$ cat config.mk
export PLATFORM = sky130hd
export DESIGN_NAME = glb_port_arbiter
export DESIGN_NICKNAME = d
export VERILOG_FILES = /design/src/rtl/glb_port_arbiter.sv
export SDC_FILE = /design/constraint.sdc
export NUM_CORES = 1
export LEC_CHECK = 0
export BUFFER_PORTS_ARGS = -buffer_cell sky130_fd_sc_hd__buf_2
export CORE_AREA = 2 2 132 134
export DETAILED_ROUTE_END_ITERATION = 6
export DIE_AREA = 0 0 134 136
export HOLD_SLACK_MARGIN = 0.1
export SETUP_SLACK_MARGIN = 0.4
export SYNTH_ARGS = -nofsm -noshare
export SYNTH_HDL_FRONTEND = slang
export SYNTH_SLANG_ARGS = --single-unit
$ cat constraint.sdc
create_clock -name clk -period 2.2 [get_ports clk]
set_input_delay 0.33 -clock clk [delete_from_list [all_inputs] [get_ports clk]]
set_output_delay 0.33 -clock clk [all_outputs]
set_load 0.02 [all_outputs]
$ cat src/rtl/glb_port_arbiter.sv
// Burst-atomic round-robin arbiter sharing one GLB SRAM port between host (H) and controller (C).
// Optional beat/wait performance counters are compiled in with `define GLB_ARB_PERF_EN.
module glb_port_arbiter #(
  parameter int ADDR_BITS = 32,
  parameter int DATA_BITS = 32,
  parameter int RD_LAT    = 1
) (
  input  logic                 clk,
  input  logic                 rst,
  input  logic                 h_req_valid,
  output logic                 h_req_ready,
  input  logic                 h_req_we,
  input  logic                 h_req_last,
  input  logic [ADDR_BITS-1:0] h_req_addr,
  input  logic [DATA_BITS-1:0] h_req_wdata,
  output logic                 h_rsp_valid,
  output logic [DATA_BITS-1:0] h_rsp_data,
  input  logic                 c_req_valid,
  output logic                 c_req_ready,
  input  logic                 c_req_we,
  input  logic                 c_req_last,
  input  logic [ADDR_BITS-1:0] c_req_addr,
  input  logic [DATA_BITS-1:0] c_req_wdata,
  output logic                 c_rsp_valid,
  output logic [DATA_BITS-1:0] c_rsp_data,
  output logic                 glb_we,
  output logic [ADDR_BITS-1:0] glb_w_addr,
  output logic [DATA_BITS-1:0] glb_w_data,
  output logic                 glb_re,
  output logic [ADDR_BITS-1:0] glb_r_addr,
  input  logic [DATA_BITS-1:0] glb_r_data,
`ifdef GLB_ARB_PERF_EN
  output logic [31:0]          h_beat_cnt,
  output logic [31:0]          c_beat_cnt,
  output logic [31:0]          wait_cnt,
`endif
  output logic                 busy
);

  localparam logic [1:0] IDLE  = 2'd0;
  localparam logic [1:0] OWN_H = 2'd1;
  localparam logic [1:0] OWN_C = 2'd2;

  localparam logic ID_H = 1'b0;
  localparam logic ID_C = 1'b1;

  logic [1:0]        state_q, state_d;
  logic              in_burst_q, in_burst_d;
  logic              last_owner_q, last_owner_d;
  logic [RD_LAT-1:0] tag_vld_q, tag_vld_d;
  logic [RD_LAT-1:0] tag_id_q, tag_id_d;

  logic own_h, own_c;
  logic h_fire, c_fire, fire;
  logic owner_we, owner_last, owner_valid, other_valid;
  logic exit_vld, exit_id;

  always_comb begin
    own_h       = (state_q == OWN_H);
    own_c       = (state_q == OWN_C);
    h_req_ready = own_h;
    c_req_ready = own_c;
    h_fire      = h_req_valid & own_h;
    c_fire      = c_req_valid & own_c;
    fire        = h_fire | c_fire;
    owner_we    = own_c ? c_req_we   : h_req_we;
    owner_last  = own_c ? c_req_last : h_req_last;
    owner_valid = (own_h & h_req_valid) | (own_c & c_req_valid);
    other_valid = own_h ? c_req_valid : h_req_valid;
    glb_we      = fire & owner_we;
    glb_re      = fire & ~owner_we;
    // Address/data follow the owner; IDLE drives zeros so the port is quiet.
    glb_w_addr  = '0;
    glb_r_addr  = '0;
    glb_w_data  = '0;
    if (own_h) begin
      glb_w_addr = h_req_addr;
      glb_r_addr = h_req_addr;
      glb_w_data = h_req_wdata;
    end else if (own_c) begin
      glb_w_addr = c_req_addr;
      glb_r_addr = c_req_addr;
      glb_w_data = c_req_wdata;
    end
  end

  always_comb begin
    state_d      = state_q;
    in_burst_d   = in_burst_q;
    last_owner_d = last_owner_q;
    case (state_q)
      IDLE: begin
        if (h_req_valid && c_req_valid) begin
          state_d = (last_owner_q == ID_H) ? OWN_C : OWN_H;
        end else if (h_req_valid) begin
          state_d = OWN_H;
        end else if (c_req_valid) begin
          state_d = OWN_C;
        end
      end
      OWN_H, OWN_C: begin
        // An unfinished burst locks the port to its owner, even across valid gaps.
        if (fire) begin
          if (owner_last) begin
            in_burst_d   = 1'b0;
            last_owner_d = own_c ? ID_C : ID_H;
            if (other_valid) begin
              state_d = own_h ? OWN_C : OWN_H;
            end
          end else begin
            in_burst_d = 1'b1;
          end
        end else if (!in_burst_q && other_valid) begin
          state_d = own_h ? OWN_C : OWN_H;
        end
      end
      default: state_d = IDLE;
    endcase
  end

  always_comb begin
    tag_vld_d    = tag_vld_q;
    tag_id_d     = tag_id_q;
    tag_vld_d[0] = glb_re;
    tag_id_d[0]  = own_c;
    for (int i = 1; i < RD_LAT; i++) begin
      tag_vld_d[i] = tag_vld_q[i-1];
      tag_id_d[i]  = tag_id_q[i-1];
    end
    exit_vld    = tag_vld_q[RD_LAT-1];
    exit_id     = tag_id_q[RD_LAT-1];
    h_rsp_valid = exit_vld & (exit_id == ID_H);
    c_rsp_valid = exit_vld & (exit_id == ID_C);
    h_rsp_data  = h_rsp_valid ? glb_r_data : '0;
    c_rsp_data  = c_rsp_valid ? glb_r_data : '0;
    busy        = ((state_q != IDLE) & (in_burst_q | owner_valid)) | (|tag_vld_q);
  end

  always_ff @(posedge clk) begin
    if (rst) begin
      state_q      <= IDLE;
      in_burst_q   <= 1'b0;
      last_owner_q <= ID_H;
      tag_vld_q    <= '0;
      tag_id_q     <= '0;
    end else begin
      state_q      <= state_d;
      in_burst_q   <= in_burst_d;
      last_owner_q <= last_owner_d;
      tag_vld_q    <= tag_vld_d;
      tag_id_q     <= tag_id_d;
    end
  end

`ifdef GLB_ARB_PERF_EN
  logic [31:0] h_beat_cnt_q, c_beat_cnt_q, wait_cnt_q;
  logic        blocked;

  assign blocked    = (h_req_valid & ~h_req_ready) | (c_req_valid & ~c_req_ready);
  assign h_beat_cnt = h_beat_cnt_q;
  assign c_beat_cnt = c_beat_cnt_q;
  assign wait_cnt   = wait_cnt_q;

  // Counters stick at all-ones instead of wrapping.
  always_ff @(posedge clk) begin
    if (rst) begin
      h_beat_cnt_q <= '0;
      c_beat_cnt_q <= '0;
      wait_cnt_q   <= '0;
    end else begin
      if (h_fire && (h_beat_cnt_q != 32'hFFFF_FFFF)) h_beat_cnt_q <= h_beat_cnt_q + 32'd1;
      if (c_fire && (c_beat_cnt_q != 32'hFFFF_FFFF)) c_beat_cnt_q <= c_beat_cnt_q + 32'd1;
      if (blocked && (wait_cnt_q != 32'hFFFF_FFFF))  wait_cnt_q   <= wait_cnt_q + 32'd1;
    end
  end
`endif

endmodule
=== Word-level counts from Yosys, hierarchy flattened ===
Cells that the tools add are included.

* Output and inout bits: 167
* Bits in registers: 6
* Logic and storage cells: 53
* Bits in read-only memories: 0
* Bits in latches: 0
* Bits of input ports: 168
* Bits in writable memories: 0
* Memories: 0

* Mux-type cells: 21
* Reduce and logical (&&, ||, !) cells: 9
* $lt $le $gt $ge: 0
* Shift-type cells: 0
* Bitwise gates (word level): 12
* Multipliers: 0
* Equality and inequality tests: 6
* $add $sub $neg: 0
* Div/mod/pow operators: 0

{| class="wikitable"
|+ Operators by type and width
! cell !! count
|-
| $mux 32 || 6
|-
| $mux 2 || 9
|-
| $ne 3x3->1 const B || 3
|-
| $and 1x1->1 || 7
|-
| $mux 1 || 5
|-
| $ne 4x4->1 const B || 1
|-
| $pmux 2 s2 || 1
|-
| $reduce_and 4->1 || 1
|-
| $or 1x1->1 || 3
|-
| $reduce_and 3->1 || 1
|-
| $eq 2x1->1 const B || 1
|-
| $eq 2x2->1 const B || 1
|-
| $logic_and 1x1->1 || 2
|-
| $logic_not 2->1 || 1
|-
| $not 1->1 || 2
|-
| $reduce_and 2->1 || 1
|-
| $reduce_bool 2->1 || 1
|-
| $reduce_or 2->1 || 1
|-
| $logic_not 1->1 || 1
|}

=== Logic depth before layout (Yosys ltp) ===
* Depth after elaboration: 6
* Mapped depth: 7
* Mapped depth without buffers: 7

=== Worst setup path after synthesis ===
Ideal clock, no wire load.

* Kind: register -> output
* From: register state_q[1]
* To: output glb_w_addr[12]
* Stages on the path, launching flop included: 8
* Path buffers: 3
* Arrival: 1939 ps
* Data required time: 1870 ps
* Setup slack: -69 ps
* Path through: dfxtp_1 > inv_1 > ha_1 > nor2b_1 > clkbuf_1 > clkbuf_1 > a22o_1 > buf_4

* Elaborated cells between the ends (all ways): 4
* Those cells by class: 2 x eq/ne; 2 x mux

{| class="wikitable"
|+ RTL lines
! item !! line !! RTL
|-
| start: declaration || 47 || <nowiki>logic [1:0] state_q, state_d;</nowiki>
|-
| start signal: assignment || 147 || <nowiki>state_q <= state_d;</nowiki>
|-
| $eq 2x1->1 || 59 || <nowiki>own_h = (state_q == OWN_H);</nowiki>
|-
| net h_req_ready || 11 || <nowiki>output logic h_req_ready,</nowiki>
|-
| $mux 32 || - ||
|-
| end: declaration || 27 || <nowiki>output logic [ADDR_BITS-1:0] glb_w_addr,</nowiki>
|}

The timed path passes the listed nets, and every way through them passes these cells.

=== Final worst setup path ===
* From: register state_q[1]
* To: output glb_w_data[7]

* Cells in the longest elaborated chain, start to end: 3
* Elaborated cells between the ends (all ways): 4
* Those cells by class: 2 x eq/ne; 2 x mux

{| class="wikitable"
|+ Ends and longest elaborated chain
! item !! line !! RTL
|-
| $eq 2x2->1 || 60 || <nowiki>own_c = (state_q == OWN_C);</nowiki>
|-
| $mux 32 || 80 || <nowiki>end else if (own_c) begin</nowiki>
|-
| $mux 32 (*) || 76 || <nowiki>if (own_h) begin</nowiki>
|-
| end: declaration || 28 || <nowiki>output logic [DATA_BITS-1:0] glb_w_data,</nowiki>
|}

Every way passes the cells marked *; elsewhere a longest branch is shown, timed or not.

==> results.yml <==
sta:
  tightest_slew_ns: 0.347
  min_period_ns: 1.97
  rsz0062_at_grt: "yes"
  hold_viol: 0
  tns_ns: 0
  finalCritPeriodShare: 0.896
  max_freq_ghz: 0.507
  maxSlewHeadroom: 0.768
  fin_skew_ns: 0.00372
  drv_slew: 0
  setup_viol: 0
  worst_slack_ns: 0.229
synthesis:
  synthArstFlopShare: 0
  ys_seq_area_frac: 0.0697
  synth.distinct_cells: 26
  syn-instance-count: 233
  syn_area_per_cell_um2: 7.40
  syn_area_um2: 1720
  syn_nets: 405
  yosys_warnings: 0
  synth_edf_count: 0
  ys_ff_latch: 6
  yosys_most_used_dff: "dfxtp_1"
die:
  coreArea_um2: 16900
  die_y_um: 136
  initial_core_util: 0.102
  die-area_um2: 18200
  num_rows: 48
  boundaryPins: 335
  fp.dieW_um: 134
drt:
  post-route-drc-count: 0
  vias: 2931
  finalWirelength_um: 11100
  drt-initial-drc-count: 157
  antenna_left: 0
  wl_per_cell_um: 14.6
  dr.pass1.iters: 4
  viasPerCell: 3.86
critical_path:
  start_kind: "flip-flop"
  critPathRequiredTime_ns: 1.87
  crit_fanout: 32
  arrival_ns: 1.64
  path_class: "reg2out"
  end_kind: "primary output"
cts:
  ctsRootBufferMaster: "clkbuf_16"
  cts_hold_buf: 0
  htreeDepth: 1
  clock-sinks: 6
  clk_pin_slew_ns: 0.04
  cts_tree: "yes"
  clkLatencyLatePin_ns: 0.23
  cts-buffers-inserted: 3
  clockBufferDepth: 2
run_status:
  status: "completed"
power_and_ir_drop:
  seqPwrFrac: 0.037
  intPower_uw: 2410
  p_per_area_nw_per_um2: 1260
  clkPwrFrac: 0.060
  comb_power_share: 0.902
  vdd_drop_max_v: 0.000957
  swShare: 0.523
  p_switching_uw: 2640
  leakage_uw: 0.00248
cells_and_area:
  syn2layout_area_growth_pct: 132
  final_common_cell: "buf_2"
  drive_above_1_share: 0.749
  multi_input_area_um2: 1380
  final_nets: 706
  fillers: 1910
  final_cell_mix: "297 x buf_2, 35 x a22o_1, 34 x and3_1, 33 x and2_1, 29 x buf_6"
  fin_cells: 759
  fin_util: 0.237
  seqCellArea_um2: 128
global_route:
  grt_max_degree: 67
  grt_pass1_vias: 2548
  grt_pass1_wl_um: 14300
  grt_antenna_before_repair: 5
  grt_use_total: 0.0999
  grt-ovfl-total: 0
placed_design:
  port_buffers: 334
  dp.cells: 742
  gp_congestion: 0.761
  preCtsSetupSlack_ns: 0.201
  hpwl_um: 8510
hold_path:
  hold_path.class: "in2reg"
run:
  drv_cap: 0
## layer usage
layer | track usage | vias up | wire [um]
met3 | 0.0235 | 10 | 875
met4 | 0.00946 | 6 | 49
met1 | 0.125 | 1343 | 4400
met5 | 0 | - | 34
li1 | - | 1437 | -
met2 | 0.181 | 135 | 5750
## worst max-delay path, cell delays in order (launching register included)
cell	delay, ns
dfxtp_4	0.37
inv_4	0.04
ha_4	0.18
nor2b_4	0.20
buf_12	0.22
a22o_1	0.20
buf_2	0.18
## cell usage after synthesis (2+ instances only)
library cell,count,share of area
a22o_1,64,0.33
and2_1,34,0.12
and3_1,34,0.12
buf_4,32,0.14
clkbuf_1,20,0.044
dfxtp_1,6,0.070
inv_1,6,0.013
nand2_1,6,0.013
ha_1,4,0.029
buf_1,3,0.0065
nor2b_1,3,0.011
o21ai_0,3,0.0087
a21oi_1,2,0.0058
mux2i_1,2,0.012
nand3_1,2,0.0058
nor2_1,2,0.0044
## timing repair
action | in CTS | in global routing
gates cloned | 3 | 1
setup buffers | 8 | 0
pin swaps | 5 | 6
resized for setup | 31 | 50
setup endpoints to repair | 100 | 101
hold endpoints to repair | 0 | 0
## sequential cells by signal, summed over array words and instances (netlist names)
| name | cells |
|---|---|
| last_owner_q | 1 |
| in_burst_q | 1 |
| exit_id | 1 |
| state_q | 2 |
| exit_vld | 1 |
## power by group through the flow
stage	sequential (uW)	combinational (uW)	clock, uW
3_3_place_gp	193	3660	0
5_1_grt	194	4820	316
2_1_floorplan	191	2820	0
6_report	189	4550	303
3_5_place_dp	195	3680	0
4_1_cts	185	4190	311
## metrics by stage
stage / power, uW / area, um2 / hold WS, ns
after floorplan: 3010 / 1810 / 0.399
after global routing: 5330 / 4000 / 0.355
after detailed placement: 3870 / 3500 / 0.475
final: 5040 / 4000 / 0.330
after CTS: 4680 / 3790 / 0.330
after global placement: 3850 / 3500 / 0.468
## cell families (layout without fill, tap and decap cells)
logic type	count (synthesis)	in the layout	share of synthesized area
buf+inv	61	361	0.202
compound gates	77	77	0.393
simple gates	82	82	0.285
flops	6	6	0.0697
fa+ha+maj	4	4	0.0290
mux	3	3	0.0203
other cells	0	1	0
## final timing paths
check | startpoint | slack [ns] | to | depth (start not counted)
min reg2reg | last_owner_q | 0.48 | last_owner_q | 2
max reg2reg | state_q[0] | 0.27 | state_q[1] | 7
max | state_q[1] | 0.23 | glb_w_data[7] | 6
min | rst | 0.33 | last_owner_q | 2
## final cells by class
| cell class | instances | share of cell area |
|---|---|---|
| clock buffers | 4 | 0.0197 |
| inverters | 6 | 0.00750 |
| well taps | 225 | 0.0703 |
| multi-input cells | 166 | 0.345 |
| diodes | 1 | 0.000625 |
| repair buffers | 351 | 0.525 |
| flip-flops and latches | 6 | 0.0319 |
Power figures use the tool's default switching activity.
